### src/rtl/id_ex_stage_reg_if.sv
// ID/EX pipeline bundle: decoded fields from ID (id_*) and registered fields to EX (ex_*).
interface id_ex_stage_reg_if #(
  parameter int DATA_W = 32,
  parameter int REG_W  = 5
);
  logic              id_valid;
  logic              id_reg_write, id_mem_to_reg, id_mem_read, id_mem_write;
  logic              id_branch, id_alu_src, id_reg_dst;
  logic [1:0]        id_alu_op;
  logic              id_uses_rs, id_uses_rt;
  logic [DATA_W-1:0] id_rs_data, id_rt_data, id_imm, id_pc4;
  logic [REG_W-1:0]  id_rs, id_rt, id_rd;
  logic [4:0]        id_shamt;

  logic              ex_valid;
  logic              ex_reg_write, ex_mem_to_reg, ex_mem_read, ex_mem_write;
  logic              ex_branch, ex_alu_src, ex_reg_dst;
  logic [1:0]        ex_alu_op;
  logic [5:0]        ex_funct;
  logic [DATA_W-1:0] ex_rs_data, ex_rt_data, ex_imm, ex_pc4;
  logic [REG_W-1:0]  ex_rs, ex_rt, ex_rd;
  logic [4:0]        ex_shamt;

  // ID side: drives decoded fields, observes EX contents
  modport master (
    output id_valid, id_reg_write, id_mem_to_reg, id_mem_read, id_mem_write,
           id_branch, id_alu_src, id_reg_dst, id_alu_op, id_uses_rs, id_uses_rt,
           id_rs_data, id_rt_data, id_imm, id_pc4, id_rs, id_rt, id_rd, id_shamt,
    input  ex_valid, ex_reg_write, ex_mem_to_reg, ex_mem_read, ex_mem_write,
           ex_branch, ex_alu_src, ex_reg_dst, ex_alu_op, ex_funct,
           ex_rs_data, ex_rt_data, ex_imm, ex_pc4, ex_rs, ex_rt, ex_rd, ex_shamt
  );

  // Stage register side: samples ID fields, drives EX fields
  modport slave (
    input  id_valid, id_reg_write, id_mem_to_reg, id_mem_read, id_mem_write,
           id_branch, id_alu_src, id_reg_dst, id_alu_op, id_uses_rs, id_uses_rt,
           id_rs_data, id_rt_data, id_imm, id_pc4, id_rs, id_rt, id_rd, id_shamt,
    output ex_valid, ex_reg_write, ex_mem_to_reg, ex_mem_read, ex_mem_write,
           ex_branch, ex_alu_src, ex_reg_dst, ex_alu_op, ex_funct,
           ex_rs_data, ex_rt_data, ex_imm, ex_pc4, ex_rs, ex_rt, ex_rd, ex_shamt
  );
endinterface

### src/rtl/id_ex_stage_reg.sv
// ID/EX pipeline register with load-use detection, bubble insertion, hold and flush.
// Update priority per edge: reset > flush (bubble) > hold (freeze) > load-use (bubble) > load.
module id_ex_stage_reg #(
  parameter int DATA_W = 32,
  parameter int REG_W  = 5
) (
  input  logic                  clk,
  input  logic                  rst_n,
  input  logic                  hold,
  input  logic                  flush,
  output logic                  hazard_stall,
  id_ex_stage_reg_if.slave      bus
);

  logic              r_valid;
  logic              r_reg_write, r_mem_to_reg, r_mem_read, r_mem_write;
  logic              r_branch, r_alu_src, r_reg_dst;
  logic [1:0]        r_alu_op;
  logic [DATA_W-1:0] r_rs_data, r_rt_data, r_imm, r_pc4;
  logic [REG_W-1:0]  r_rs, r_rt, r_rd;
  logic [4:0]        r_shamt;

  logic w_hazard;
  logic w_load;
  logic w_bubble;

  // Load-use: a load in EX whose destination (rt, never r0) is read by the ID instruction
  always_comb begin
    w_hazard = r_valid & r_mem_read & bus.id_valid & (r_rt != '0) &
               ((bus.id_uses_rs & (bus.id_rs == r_rt)) |
                (bus.id_uses_rt & (bus.id_rt == r_rt)));
    // flush overrides hold; otherwise hold freezes everything
    w_load   = flush | ~hold;
    // a bubble also covers an empty ID slot so stale control never reaches EX
    w_bubble = flush | w_hazard | ~bus.id_valid;
  end

  // Pipeline register update; data fields always follow ID on a load, bubbles only clear control
  always_ff @(posedge clk) begin
    if (!rst_n) begin
      r_valid     <= 1'b0;
      r_reg_write <= 1'b0;
      r_mem_to_reg <= 1'b0;
      r_mem_read  <= 1'b0;
      r_mem_write <= 1'b0;
      r_branch    <= 1'b0;
      r_alu_src   <= 1'b0;
      r_reg_dst   <= 1'b0;
      r_alu_op    <= 2'b00;
      r_rs_data   <= '0;
      r_rt_data   <= '0;
      r_imm       <= '0;
      r_pc4       <= '0;
      r_rs        <= '0;
      r_rt        <= '0;
      r_rd        <= '0;
      r_shamt     <= '0;
    end else if (w_load) begin
      r_rs_data <= bus.id_rs_data;
      r_rt_data <= bus.id_rt_data;
      r_imm     <= bus.id_imm;
      r_pc4     <= bus.id_pc4;
      r_rs      <= bus.id_rs;
      r_rt      <= bus.id_rt;
      r_rd      <= bus.id_rd;
      r_shamt   <= bus.id_shamt;
      if (w_bubble) begin
        r_valid      <= 1'b0;
        r_reg_write  <= 1'b0;
        r_mem_to_reg <= 1'b0;
        r_mem_read   <= 1'b0;
        r_mem_write  <= 1'b0;
        r_branch     <= 1'b0;
        r_alu_src    <= 1'b0;
        r_reg_dst    <= 1'b0;
        r_alu_op     <= 2'b00;
      end else begin
        r_valid      <= 1'b1;
        r_reg_write  <= bus.id_reg_write;
        r_mem_to_reg <= bus.id_mem_to_reg;
        r_mem_read   <= bus.id_mem_read;
        r_mem_write  <= bus.id_mem_write;
        r_branch     <= bus.id_branch;
        r_alu_src    <= bus.id_alu_src;
        r_reg_dst    <= bus.id_reg_dst;
        r_alu_op     <= bus.id_alu_op;
      end
    end
  end

  // Present registered state to EX; Funct is the low bits of the registered immediate
  always_comb begin
    hazard_stall      = w_hazard;
    bus.ex_valid      = r_valid;
    bus.ex_reg_write  = r_reg_write;
    bus.ex_mem_to_reg = r_mem_to_reg;
    bus.ex_mem_read   = r_mem_read;
    bus.ex_mem_write  = r_mem_write;
    bus.ex_branch     = r_branch;
    bus.ex_alu_src    = r_alu_src;
    bus.ex_reg_dst    = r_reg_dst;
    bus.ex_alu_op     = r_alu_op;
    bus.ex_funct      = r_imm[5:0];
    bus.ex_rs_data    = r_rs_data;
    bus.ex_rt_data    = r_rt_data;
    bus.ex_imm        = r_imm;
    bus.ex_pc4        = r_pc4;
    bus.ex_rs         = r_rs;
    bus.ex_rt         = r_rt;
    bus.ex_rd         = r_rd;
    bus.ex_shamt      = r_shamt;
  end

endmodule

### src/flat_wrapper.sv
// flat-port wrapper written by rule: the top's interface ports become plain ports
module id_ex_stage_reg_flat 
#(
  parameter int DATA_W = 32,
  parameter int REG_W  = 5
)
  (clk, rst_n, hold, flush, hazard_stall, bus_id_valid, bus_id_reg_write, bus_id_mem_to_reg, bus_id_mem_read, bus_id_mem_write, bus_id_branch, bus_id_alu_src, bus_id_reg_dst, bus_id_alu_op, bus_id_uses_rs, bus_id_uses_rt, bus_id_rs_data, bus_id_rt_data, bus_id_imm, bus_id_pc4, bus_id_rs, bus_id_rt, bus_id_rd, bus_id_shamt, bus_ex_valid, bus_ex_reg_write, bus_ex_mem_to_reg, bus_ex_mem_read, bus_ex_mem_write, bus_ex_branch, bus_ex_alu_src, bus_ex_reg_dst, bus_ex_alu_op, bus_ex_funct, bus_ex_rs_data, bus_ex_rt_data, bus_ex_imm, bus_ex_pc4, bus_ex_rs, bus_ex_rt, bus_ex_rd, bus_ex_shamt);
  id_ex_stage_reg_if #(.DATA_W(DATA_W), .REG_W(REG_W)) bus_i ();
  input  logic clk;
  input  logic rst_n;
  input  logic hold;
  input  logic flush;
  output logic hazard_stall;
  input wire logic [$bits(bus_i.id_valid)-1:0] bus_id_valid;
  input wire logic [$bits(bus_i.id_reg_write)-1:0] bus_id_reg_write;
  input wire logic [$bits(bus_i.id_mem_to_reg)-1:0] bus_id_mem_to_reg;
  input wire logic [$bits(bus_i.id_mem_read)-1:0] bus_id_mem_read;
  input wire logic [$bits(bus_i.id_mem_write)-1:0] bus_id_mem_write;
  input wire logic [$bits(bus_i.id_branch)-1:0] bus_id_branch;
  input wire logic [$bits(bus_i.id_alu_src)-1:0] bus_id_alu_src;
  input wire logic [$bits(bus_i.id_reg_dst)-1:0] bus_id_reg_dst;
  input wire logic [$bits(bus_i.id_alu_op)-1:0] bus_id_alu_op;
  input wire logic [$bits(bus_i.id_uses_rs)-1:0] bus_id_uses_rs;
  input wire logic [$bits(bus_i.id_uses_rt)-1:0] bus_id_uses_rt;
  input wire logic [$bits(bus_i.id_rs_data)-1:0] bus_id_rs_data;
  input wire logic [$bits(bus_i.id_rt_data)-1:0] bus_id_rt_data;
  input wire logic [$bits(bus_i.id_imm)-1:0] bus_id_imm;
  input wire logic [$bits(bus_i.id_pc4)-1:0] bus_id_pc4;
  input wire logic [$bits(bus_i.id_rs)-1:0] bus_id_rs;
  input wire logic [$bits(bus_i.id_rt)-1:0] bus_id_rt;
  input wire logic [$bits(bus_i.id_rd)-1:0] bus_id_rd;
  input wire logic [$bits(bus_i.id_shamt)-1:0] bus_id_shamt;
  output wire logic [$bits(bus_i.ex_valid)-1:0] bus_ex_valid;
  output wire logic [$bits(bus_i.ex_reg_write)-1:0] bus_ex_reg_write;
  output wire logic [$bits(bus_i.ex_mem_to_reg)-1:0] bus_ex_mem_to_reg;
  output wire logic [$bits(bus_i.ex_mem_read)-1:0] bus_ex_mem_read;
  output wire logic [$bits(bus_i.ex_mem_write)-1:0] bus_ex_mem_write;
  output wire logic [$bits(bus_i.ex_branch)-1:0] bus_ex_branch;
  output wire logic [$bits(bus_i.ex_alu_src)-1:0] bus_ex_alu_src;
  output wire logic [$bits(bus_i.ex_reg_dst)-1:0] bus_ex_reg_dst;
  output wire logic [$bits(bus_i.ex_alu_op)-1:0] bus_ex_alu_op;
  output wire logic [$bits(bus_i.ex_funct)-1:0] bus_ex_funct;
  output wire logic [$bits(bus_i.ex_rs_data)-1:0] bus_ex_rs_data;
  output wire logic [$bits(bus_i.ex_rt_data)-1:0] bus_ex_rt_data;
  output wire logic [$bits(bus_i.ex_imm)-1:0] bus_ex_imm;
  output wire logic [$bits(bus_i.ex_pc4)-1:0] bus_ex_pc4;
  output wire logic [$bits(bus_i.ex_rs)-1:0] bus_ex_rs;
  output wire logic [$bits(bus_i.ex_rt)-1:0] bus_ex_rt;
  output wire logic [$bits(bus_i.ex_rd)-1:0] bus_ex_rd;
  output wire logic [$bits(bus_i.ex_shamt)-1:0] bus_ex_shamt;
  assign bus_i.id_valid = bus_id_valid;
  assign bus_i.id_reg_write = bus_id_reg_write;
  assign bus_i.id_mem_to_reg = bus_id_mem_to_reg;
  assign bus_i.id_mem_read = bus_id_mem_read;
  assign bus_i.id_mem_write = bus_id_mem_write;
  assign bus_i.id_branch = bus_id_branch;
  assign bus_i.id_alu_src = bus_id_alu_src;
  assign bus_i.id_reg_dst = bus_id_reg_dst;
  assign bus_i.id_alu_op = bus_id_alu_op;
  assign bus_i.id_uses_rs = bus_id_uses_rs;
  assign bus_i.id_uses_rt = bus_id_uses_rt;
  assign bus_i.id_rs_data = bus_id_rs_data;
  assign bus_i.id_rt_data = bus_id_rt_data;
  assign bus_i.id_imm = bus_id_imm;
  assign bus_i.id_pc4 = bus_id_pc4;
  assign bus_i.id_rs = bus_id_rs;
  assign bus_i.id_rt = bus_id_rt;
  assign bus_i.id_rd = bus_id_rd;
  assign bus_i.id_shamt = bus_id_shamt;
  assign bus_ex_valid = bus_i.ex_valid;
  assign bus_ex_reg_write = bus_i.ex_reg_write;
  assign bus_ex_mem_to_reg = bus_i.ex_mem_to_reg;
  assign bus_ex_mem_read = bus_i.ex_mem_read;
  assign bus_ex_mem_write = bus_i.ex_mem_write;
  assign bus_ex_branch = bus_i.ex_branch;
  assign bus_ex_alu_src = bus_i.ex_alu_src;
  assign bus_ex_reg_dst = bus_i.ex_reg_dst;
  assign bus_ex_alu_op = bus_i.ex_alu_op;
  assign bus_ex_funct = bus_i.ex_funct;
  assign bus_ex_rs_data = bus_i.ex_rs_data;
  assign bus_ex_rt_data = bus_i.ex_rt_data;
  assign bus_ex_imm = bus_i.ex_imm;
  assign bus_ex_pc4 = bus_i.ex_pc4;
  assign bus_ex_rs = bus_i.ex_rs;
  assign bus_ex_rt = bus_i.ex_rt;
  assign bus_ex_rd = bus_i.ex_rd;
  assign bus_ex_shamt = bus_i.ex_shamt;
  id_ex_stage_reg #(.DATA_W(DATA_W), .REG_W(REG_W)) u_core (.clk(clk), .rst_n(rst_n), .hold(hold), .flush(flush), .hazard_stall(hazard_stall), .bus(bus_i));
endmodule
### config.mk
export PLATFORM = sky130hd
export DESIGN_NAME = id_ex_stage_reg_flat
export DESIGN_NICKNAME = d
export VERILOG_FILES = /design/src/rtl/id_ex_stage_reg_if.sv /design/src/rtl/id_ex_stage_reg.sv /design/src/flat_wrapper.sv
export SDC_FILE = /design/constraint.sdc
export NUM_CORES = 1
export LEC_CHECK = 0
export CORE_UTILIZATION = 35
export CTS_CLUSTER_SIZE = 16
export DETAILED_ROUTE_END_ITERATION = 10
export PLACE_DENSITY = 0.75
export RECOVER_POWER = 25
export SYNTH_ARGS = -nofsm -noshare
export SYNTH_HDL_FRONTEND = slang
export SYNTH_SLANG_ARGS = --single-unit
### constraint.sdc
create_clock -name clk -period 1.5 [get_ports clk]
set_clock_uncertainty 0.05 [all_clocks]
set_input_delay 0.15 -clock clk [delete_from_list [all_inputs] [get_ports clk]]
set_output_delay 0.15 -clock clk [all_outputs]
set_load 0.05 [all_outputs]
==> results summary <==
The maximum fanout along the worst path is 2. The combinational fraction of design power is 20.7%. Synthesis produced a netlist whose cell count is 723. The most used flip-flop cell after synthesis is dfxtp_1. The synthesized-area fraction occupied by xor and xnor cells is about 1.4%.

The final count of negative-setup-slack endpoints came out at 11. TritonCTS built the clock tree. Once the floorplan was initialized, standard cells occupied 36.28% of the core. The run finished, with violations left. The worst min-delay path category is in -> reg. The switching power is roughly 3400 uW. The post-placement setup slack came out at -191.9 ps.

Global routing used 20.08% of the available tracks across all layers. The category of the worst setup path launch point is a register. Leaving out fill and tap cells, the most frequent cell in the layout is nand2_1.

The proportion of power drawn by the clock network is roughly 40%. Measured against its own limit, the worst slew margin works out to 78.52%. The critical path arrival came out at approximately 1700 ps.

The number of nets still failing antenna checks after routing is 0. The detailed-route wire length is 18260 um. During placement, the flow inserted port buffers numbering roughly 330. The detailed placer's ending HPWL is about 13000 um. TritonCTS created 17 clock buffers. Of the total power, the share spent switching nets is 29.24%. The cell family contributing the most delay on the critical path is simple AND/OR/NAND/NOR gates.

The total congestion overflow is 0. The final reports fail on negative setup slack. The area share of and/or/nand/nor cells after synthesis came out at 21.63%. Each instance of the synthesized netlist takes up on average 8.411 sq um.

The netlist area before placement came out at 6081 sq um. The logic depth of the worst setup path including buffers came out at 4. STA classifies the critical path endpoint as a primary output. The region available for standard cell placement spans roughly 17000 sq um.

At the pin with the least slew margin, the transition time is 322.2 ps. The main combinational cell family by area after synthesis is simple AND/OR/NAND/NOR gates. The fraction of power consumed by sequential logic came out at between 30% and 40%.

After detailed placement, the design holds a cell count of approximately 1200. The signal on the critical path passes through or4_4, o2111ai_4, nor2b_4, buf_12. The slowest stage of the critical path is the or4_4 cell. The floorplan step defined a die boundary enclosing 17910 sq um. Counting every sink on the clock net gives 158.

After clock tree synthesis, the flow added hold-fix buffers numbering 0. The DRC violations left came out at 0. The number of global-route vias before repair came to around 5600.

The area growth from synthesis to layout is 62.10%. The count of buffering cells on the critical path with inverters included came out at 1. Setup repair after global routing could not meet its margin everywhere. The count of vias placed by the detailed router came out at around 6000.

The first-pass GRT wire length came out at 28530 um. The leakage component of the power is 0.004272 uW. Summing the areas of all fa, ha and maj instances in the mapped netlist gives 0% of the synthesized area.

Ranked by total cell area, the synthesized netlist is headed by dfxtp_1 (52%), nand2_1 (19%), a21boi_0 (18%). The clock latency on the worst-skew pair came out at 410 ps. The cell depth of the worst flop-to-flop path came out at 7. VDD sags by at most 0.7468 mV. Max-cap violations in this run came to 0.

The placer congestion estimate came out at 0.8569. The maximum buffer depth of the clock tree is 2. The async set-reset flop share out of synthesis came out at 0%.

The number of antenna violations at the first check in global routing was 0. The row count is 47. The I/O pin total came out at 329. The kind of critical path is reg -> out. In the layout the commonest cells are nand2_1 (308), clkdlybuf4s50_1 (161), dfxtp_1 (153). The average vias per placed instance is 4.581.

The post-layout worst setup margin came out at -434.0 ps. The flop and latch count out of synthesis came out at 158. The post-synthesis cell type count is 24. The clock transition at the registers of the reported paths came out at 60 ps. The cell depth of the worst hold path is 2. Dividing the detail-routed wire length by the instance count gives 14.30 um. The net count of the mapped netlist is about 890.

The count of pins over their slew limit came to 0. The fraction of layout instances using a drive strength above 1 came out at 23.08%. Entering global routing, the biggest net connects 73 pins. The internal portion of total power came out at 8170 uW. The filler cell count is 1564. The number of enable flip-flop cells after synthesis came out at 0. The sequential area share after synthesis came out at 52.02%.

From left edge to right edge, the die measures 133.8 um. Hold is met by 43.77 ps. The complex-gate fraction of the synthesized area came out at roughly a fifth. The Yosys warning count came out at 0. At the worst endpoint, the required time is 1300 ps. The final standard cell count with taps included and fillers excluded is approximately 1300. The final cycle utilization of the critical path is 128.9%.

The shortest period the worst path allows is 1934 ps. The achievable frequency came out at between 500 and 600 MHz. For this design the ratio of total power to cell area is 1171 nW/um^2. The net count of the finished layout is ~1200. The maximum level of the CTS H-tree came out at 4. The fraction of synthesized cell area taken by the top area cell type is about 52%. The die height came out at roughly 130 um. The cell sitting at the root of the clock tree is a clkbuf_16. The repair_antennas step left the layout with diodes totalling 0. The violation count after the first detailed-route iteration came out at 158. The biggest area consumer among synthesized cells is dfxtp_1. The number of failing hold endpoints at the final stage was 0. The delay contributed by the slowest stage of the critical path came out at 540 ps.

The number of iterations in the first detailed-routing pass is 4. The multiplexer area fraction after synthesis came out at 0%.
## repair_timing
action	4_1_cts	5_1_grt
gates cloned	1	0
resized for setup	4	2
buffers inserted	2	2
pin swaps	1	1
setup endpoints to repair	11	11
## Yosys cell counts, drive strengths merged, types with 2 or more instances
cell    number
buf         26
nand2b      10
nand4        2
o211ai       9
clkbuf      32
nand2      308
dfxtp      158
a21oi        2
nand3        9
a21boi     148
xnor2       10
nor2b        2
## final cells by class
type                    instances  area, sq um  share of cell area, %
flip-flops and latches        158         3182                  32.28
well taps                     220        275.3                  2.793
clock inverters                13        186.4                  1.891
multi-input cells             506         2679                  27.18
clock buffers                  19        432.9                  4.392
repair buffers                361         3102                  31.47
## per-stage QoR
step                TNS, ps  total power (uW)  instance area, sq um  util (%)
finish                -2869             11550                  9857     58.81
CTS                   -1966             11750                 10020     59.79
detailed placement   -11770              7154                  9368     55.89
floorplan            -875.0              6078                  6111         -
global route          -3492             11970                  9857     58.81
global placement      -7129              7135                  9368     55.89
## cells by family (layout without fill, tap and decap cells)
logic type | Yosys count | after routing
buffers and inverters | 59 | 393
XOR/XNOR | 10 | 10
flip-flops | 158 | 158
AND/OR/NAND/NOR | 334 | 334
AO/OA/AOI/OAI | 162 | 162
## routing by layer
metal,vias to the layer above,share of wire [%],GRT usage [%]
li1,2969,-,-
met1,2650,41,23.03
met2,210,48,34.48
met3,21,8.9,7.218
met4,0,1.6,6.692
met5,-,0,0
## power groups by stage
stage / Sequential [uW] / Combinational, uW / Clock (uW)
after floorplan: 5560 / 514 / 0
final: 4590 / 2390 / 4560
after global placement: 4670 / 2460 / 0
after global routing: 4620 / 2530 / 4820
after CTS: 4590 / 2480 / 4670
after detailed placement: 4680 / 2470 / 0
## worst paths after layout
| check | to | startpoint | slack (ps) |
|---|---|---|---|
| setup / recovery | hazard_stall | u_core.bus.ex_rt[2] | -430 |
| hold / removal | u_core.bus.ex_rt_data[23] | rst_n | 40 |
| setup reg to reg | u_core.bus.ex_alu_op[0] | u_core.bus.ex_rt[2] | -260 |
| hold reg to reg | u_core.bus.ex_imm[15] | u_core.bus.ex_imm[15] | 410 |
## worst reg2reg max path, cell delays in order, from the launching register on
cell	delay (ps)
dfxtp_4	340
or4_4	540
o2111ai_4	230
buf_4	150
buf_4	100
buf_4	140
nand2b_1	60
o211ai_1	80
(Power assumes the default switching activity.)
